--- src/rtl/mips_fetch_pkg.sv ---
// Shared widths, reset default and the buffered-instruction record for the fetch stage.
package mips_fetch_pkg;

    localparam int INSTR_W = 32;
    localparam int ADDR_W  = 32;

    localparam logic [ADDR_W-1:0] DEFAULT_RESET_PC = 32'h0000_0000;

    typedef struct packed {
        logic [INSTR_W-1:0] instr;
        logic [ADDR_W-1:0]  pc;
    } fetch_entry_t;

endpackage

--- src/rtl/fetch_fifo.sv ---
// In-order buffer of fetched {instr, pc} entries with flush; the head is read combinationally.
module fetch_fifo
    import mips_fetch_pkg::*;
#(
    parameter  int DEPTH = 4,
    localparam int PTR_W = $clog2(DEPTH),
    localparam int CNT_W = PTR_W + 1
) (
    input  logic             clk,
    input  logic             rst_n,
    input  logic             push_i,
    input  fetch_entry_t     push_data_i,
    input  logic             pop_i,
    input  logic             flush_i,
    output fetch_entry_t     head_o,
    output logic [CNT_W-1:0] count_o
);

    fetch_entry_t     mem_q [DEPTH];
    logic [PTR_W-1:0] wr_ptr_q;
    logic [PTR_W-1:0] rd_ptr_q;
    logic [CNT_W-1:0] count_q;
    logic             do_push;
    logic             do_pop;

    assign do_push = push_i & ~flush_i;
    assign do_pop  = pop_i & ~flush_i & (count_q != '0);

    // NOTE: the storage array is deliberately not reset; count_q alone decides which entries are valid.
    always_ff @(posedge clk) begin
        if (do_push) begin
            mem_q[wr_ptr_q] <= push_data_i;
        end
    end

    // NOTE: sequential state uses non-blocking assignments so every register sees pre-edge values.
    always_ff @(posedge clk or negedge rst_n) begin
        if (!rst_n) begin
            wr_ptr_q <= '0;
            rd_ptr_q <= '0;
            count_q  <= '0;
        end else if (flush_i) begin
            wr_ptr_q <= '0;
            rd_ptr_q <= '0;
            count_q  <= '0;
        end else begin
            if (do_push) wr_ptr_q <= wr_ptr_q + 1'b1;
            if (do_pop)  rd_ptr_q <= rd_ptr_q + 1'b1;
            count_q <= count_q + CNT_W'(do_push) - CNT_W'(do_pop);
        end
    end

    assign head_o  = mem_q[rd_ptr_q];
    assign count_o = count_q;

endmodule

--- src/rtl/mips_fetch_unit.sv ---
// Instruction-fetch stage: PC, credit-limited imem requests, in-order response buffering,
// decode-stall absorption and redirect flushing of in-flight fetches.
module mips_fetch_unit
    import mips_fetch_pkg::*;
#(
    parameter logic [ADDR_W-1:0] RESET_PC   = DEFAULT_RESET_PC,
    parameter int                FIFO_DEPTH = 4
) (
    input  logic               clk,
    input  logic               rst_n,
    output logic               imem_req_valid,
    input  logic               imem_req_ready,
    output logic [ADDR_W-1:0]  imem_req_addr,
    input  logic               imem_resp_valid,
    input  logic [INSTR_W-1:0] imem_resp_data,
    input  logic               redirect_valid,
    input  logic [ADDR_W-1:0]  redirect_pc,
    input  logic               id_stall,
    output logic               fetch_valid,
    output logic [INSTR_W-1:0] fetch_instr,
    output logic [ADDR_W-1:0]  fetch_pc
);

    localparam int CNT_W = $clog2(FIFO_DEPTH) + 1;
    localparam int SUM_W = CNT_W + 1;

    logic [ADDR_W-1:0] pc_q, pc_d;
    logic [ADDR_W-1:0] resp_pc_q, resp_pc_d;
    logic [CNT_W-1:0]  inflight_q, inflight_d;
    logic [CNT_W-1:0]  drop_q, drop_d;
    logic [CNT_W-1:0]  count;
    logic [SUM_W-1:0]  credit_used;
    logic [ADDR_W-1:0] redirect_base;
    fetch_entry_t      head;
    logic              pop, req_fire, resp_fire, keep, flushing;

    assign redirect_base = {redirect_pc[ADDR_W-1:2], 2'b00};
    assign fetch_valid   = (count != '0);
    assign pop           = fetch_valid & ~id_stall & ~redirect_valid;
    assign credit_used   = SUM_W'(inflight_q) + SUM_W'(count) - SUM_W'(pop);

    // Gated by rst_n so the request is low while reset is held and rises in the first cycle after release.
    assign imem_req_valid = rst_n & ~redirect_valid & (credit_used < SUM_W'(FIFO_DEPTH));
    assign imem_req_addr  = pc_q;

    assign req_fire  = imem_req_valid & imem_req_ready;
    assign resp_fire = imem_resp_valid & (inflight_q != '0);
    assign flushing  = (drop_q != '0);
    assign keep      = resp_fire & ~flushing & ~redirect_valid;

    // NOTE: every output of this block gets a default first, so no path leaves a latch behind.
    always_comb begin
        pc_d       = pc_q;
        resp_pc_d  = resp_pc_q;
        inflight_d = inflight_q;
        drop_d     = drop_q;
        if (redirect_valid) begin
            pc_d       = redirect_base;
            resp_pc_d  = redirect_base;
            inflight_d = inflight_q - CNT_W'(resp_fire);
            drop_d     = inflight_q - CNT_W'(resp_fire);
        end else begin
            if (req_fire) pc_d = pc_q + ADDR_W'(4);
            inflight_d = inflight_q + CNT_W'(req_fire) - CNT_W'(resp_fire);
            if (keep) begin
                resp_pc_d = resp_pc_q + ADDR_W'(4);
            end else if (resp_fire) begin
                drop_d = drop_q - 1'b1;
            end
        end
    end

    always_ff @(posedge clk or negedge rst_n) begin
        if (!rst_n) begin
            pc_q       <= RESET_PC;
            resp_pc_q  <= RESET_PC;
            inflight_q <= '0;
            drop_q     <= '0;
        end else begin
            pc_q       <= pc_d;
            resp_pc_q  <= resp_pc_d;
            inflight_q <= inflight_d;
            drop_q     <= drop_d;
        end
    end

    fetch_fifo #(.DEPTH(FIFO_DEPTH)) u_fifo (
        .clk         (clk),
        .rst_n       (rst_n),
        .push_i      (keep),
        .push_data_i ({imem_resp_data, resp_pc_q}),
        .pop_i       (pop),
        .flush_i     (redirect_valid),
        .head_o      (head),
        .count_o     (count)
    );

    assign fetch_instr = fetch_valid ? head.instr : '0;
    assign fetch_pc    = fetch_valid ? head.pc    : '0;

    resp_without_request_a : assert property (@(posedge clk) disable iff (!rst_n)
        imem_resp_valid |-> (inflight_q != '0));

endmodule

--- config.mk ---
export PLATFORM = sky130hd
export DESIGN_NAME = mips_fetch_unit
export DESIGN_NICKNAME = d
export VERILOG_FILES = /design/src/rtl/mips_fetch_pkg.sv /design/src/rtl/fetch_fifo.sv /design/src/rtl/mips_fetch_unit.sv
export SDC_FILE = /design/constraint.sdc
export NUM_CORES = 1
export LEC_CHECK = 0
export BUFFER_PORTS_ARGS = -buffer_cell sky130_fd_sc_hd__buf_2
export CAP_MARGIN = 15
export CORE_UTILIZATION = 63
export DETAILED_ROUTE_END_ITERATION = 7
export PLACE_DENSITY = 0.85
export SKIP_CTS_REPAIR_TIMING = 1
export SLEW_MARGIN = 20
export SYNTH_ARGS = -nofsm -noshare
export SYNTH_HDL_FRONTEND = slang
export SYNTH_SLANG_ARGS = --single-unit
export TNS_END_PERCENT = 30
--- constraint.sdc ---
create_clock -name clk -period 8.89 [get_ports clk]
set_input_delay 0.4445 -clock clk [delete_from_list [all_inputs] [get_ports clk]]
set_output_delay 0.4445 -clock clk [all_outputs]
set_load 0.1 [all_outputs]
==> flow_summary_export.csv <==
group,metric,value,unit
run_status,status,"finished clean",
placed_design,pre_cts_slack,4.57,ns
logic_synthesis,yosysMostFrequentCell,"edfxtp_1",
route,routed_wl,28700,µm
run,maxCapViolations,0,
worst_setup_path,worstPathMaxFanout,16,
sta,setup-tns-final,0,ns
route,drc,0,
logic_synthesis,synth_edf_count,248,
global_routing,grt_pass1_vias,8154,
layout,final_cell_area,15900,µm²
logic_synthesis,ys_top_cells_by_count,"edfxtp_1 (248), dfrtp_1 (73), nor2b_1 (66)",
worst_setup_path,cp-end-kind,"register",
layout,drive_gt1_share,29.1,%
layout,multiInputGateArea,4330,µm²
die,core-area,21400,µm²
die,top_level_ports,168,
route,drt_iter0_drc,565,
sta,fmax,0.263,GHz
sta,final_max_slew_viol_count,0,
clocking,clock_latency,0.55,ns
die,dieArea,22700,µm²
placed_design,io_buffers,161,
logic_synthesis,synth_top_cell_by_area,"edfxtp_1",
sta,setup_ws,5.08,ns
clocking,cts.htree.levels,1,
route,vias_per_cell,6.14,
worst_setup_path,cp.required,9.36,ns
sta,setup_violations,0,
global_routing,grt_pass1_wl,44800,µm
die,die_x,151,µm
die,start_util,65.1,%
placed_design,gp_congestion,0.913,
clocking,cts_tree,"built",
clocking,cts_buffers,30,
placed_design,dpl_cell_area,14900,µm²
die,die_height,151,µm
worst_setup_path,critical_path_class,"reg -> reg",
sta,period_share,42.8,%
logic_synthesis,synth_seq_cells,321,
global_routing,grt-ovfl-total,0,
sta,rsz0062_at_grt,"no",
worst_setup_path,cp.arrival,4.28,ns
layout,fin_nets,1136,
worst_setup_path,start_kind,"register",
die,row_count,53,
logic_synthesis,synth_flop_cell,"edfxtp_1",
pwr,pwr_density_cell,322,nW/µm²
layout,final_core_util,74.6,%
logic_synthesis,yosys-top-cells-area,"edfxtp_1 (54%), dfrtp_1 (13%), mux4_2 (10%)",
route,avgRoutedWirePerCell,21.4,µm
logic_synthesis,yosysSeqAreaShare,66.7,%
route,firstDrtPassIters,5,
logic_synthesis,synth_top_area_share,53.5,%
route,vias,8249,
global_routing,antenna_found_initial,1,
logic_synthesis,synthArstFlopShare,22.7,%
worst_hold_path,min-delay-path-class,"in -> reg",
sta,tightest_slew,0.908,ns
global_routing,grt_max_degree,66,
logic_synthesis,ys_warn_count,0,
logic_synthesis,synth_cell_types,57,
sta,max-slew-margin-rel,38.9,%
layout,area_growth,14.6,%
placed_design,dp_hpwl,17700,µm
worst_setup_path,rrSetupSlack,5.08,ns
clocking,path_clk_slew,0.06,ns
clocking,cts_sinks,321,
logic_synthesis,syn-cell-area,13900,µm²
sta,final_hold_viol_count,0,
route,ant_nets,0,
clocking,cts_root_buffer,"clkbuf_16",
sta,skew,0.0218,ns
logic_synthesis,postSynthCellCount,885,
sta,fin_crit,3.81,ns
layout,antennaDiodeCount,0,
pwr,power.leakage,0.00575,µW
global_routing,track_usage,26.3,%
logic_synthesis,synth_area_per_cell,15.7,µm²
pwr,vdd_ir_drop_max,0.171,mV
layout,fill_cells,1321,
clocking,clock_path_buffers,3,
layout,register_area,9280,µm²
-- worst paths after layout --
kind                                        startpoint                             end  cells past startpoint
min in group asynchronous                        rst_n   imem_req_addr[20]$_DFFE_PN0N_                      2
max in group asynchronous                        rst_n  u_fifo.rd_ptr_q[0]$_DFFE_PN0P_                      3
min reg2reg                   resp_pc_q[9]$_DFFE_PN0N_    u_fifo.mem_q[3][9]$_DFFE_PP_                      0
min                                 imem_resp_data[19]   u_fifo.mem_q[1][51]$_DFFE_PP_                      1
max                        u_fifo.count_o[1]$_DFF_PN0_         inflight_q[2]$_DFF_PN0_                     16
max reg2reg                u_fifo.count_o[1]$_DFF_PN0_         inflight_q[2]$_DFF_PN0_                     16
-- area by class of cell --
| cell class | instances | area share, % |
|---|---|---|
| clock buffers | 37 | 5.01 |
| clock inverters | 19 | 1.11 |
| flip-flops and latches | 321 | 58.2 |
| inverters | 32 | 0.754 |
| well taps | 275 | 2.16 |
| multi-input cells | 488 | 27.1 |
| repair buffers | 172 | 5.61 |
-- report_power, final --
group          switching, µW  leakage (µW)  internal (µW)
logic                   1590       0.00221            474
registers                100       0.00308           1720
clock network            528      0.000460            724
-- metal layers --
metal,wire length (µm),global-route usage (%)
met5,9,0
met4,585,6.85
met3,1940,3.42
met2,13900,42.9
met1,12300,37.9
-- state kept, by name (all words and copies together), names as in the netlist --
name	flops
imem_req_addr	30
u_fifo.rd_ptr_q	2
u_fifo.wr_ptr_q	2
resp_pc_q	30
drop_q	3
inflight_q	3
u_fifo.mem_q	248
u_fifo.count_o	3
-- placed cells by master (no fill, tap or decap), drive strengths merged, types with 13 or more instances in the layout --
cell and count:
inv 32, edfxtp 248, nand2 37, xnor2 26
nor2b 66, nand4 13, mux4 62, nor4 14
nor2 34, buf 171, dfrtp 73, nand3 25
nor3 16, clkbuf 37, mux2 15, ha 19
xor2 20, o21ai 22
-- through the flow --
| step | cells | hold slack [ns] | power [µW] |
|---|---|---|---|
| global route | 1344 | 0.104 | 5330 |
| finish | 1344 | 0.116 | 5130 |
| global placement | 1287 | 0.393 | 3880 |
| CTS | 1343 | -0.160 | 5160 |
| floorplan | 888 | 0.149 | 3570 |
| detailed placement | 1287 | 0.403 | 3910 |
-- critical path, stage by stage, from the launching register on --
cell and delay, ns:
dfrtp_1 0.42, nor3_2 0.20, nor3_1 0.07, ha_1 0.21, inv_1 0.05, ha_1 0.21
and3b_1 0.22, nor4_1 0.44, or2_2 0.35, inv_2 0.19, ha_1 0.31, inv_1 0.04
ha_1 0.18, fa_1 0.38, xor2_1 0.15, o21ai_0 0.19, xnor2_1 0.14
-- logic make-up (layout without fill, tap and decap cells) --
logic type	Yosys count	count (layout)	synth area share, %
buffers and inverters	79	260	2.37
other	1	4	0.0270
adders and majority gates	21	21	2.00
and+or+nand+nor	258	258	10.6
muxes	78	78	11.3
xor gates and xnor gates	46	46	2.90
AOI/OAI and AO/OA	81	81	4.06
DFF	321	321	66.7
Power figures use the tool's default switching activity.
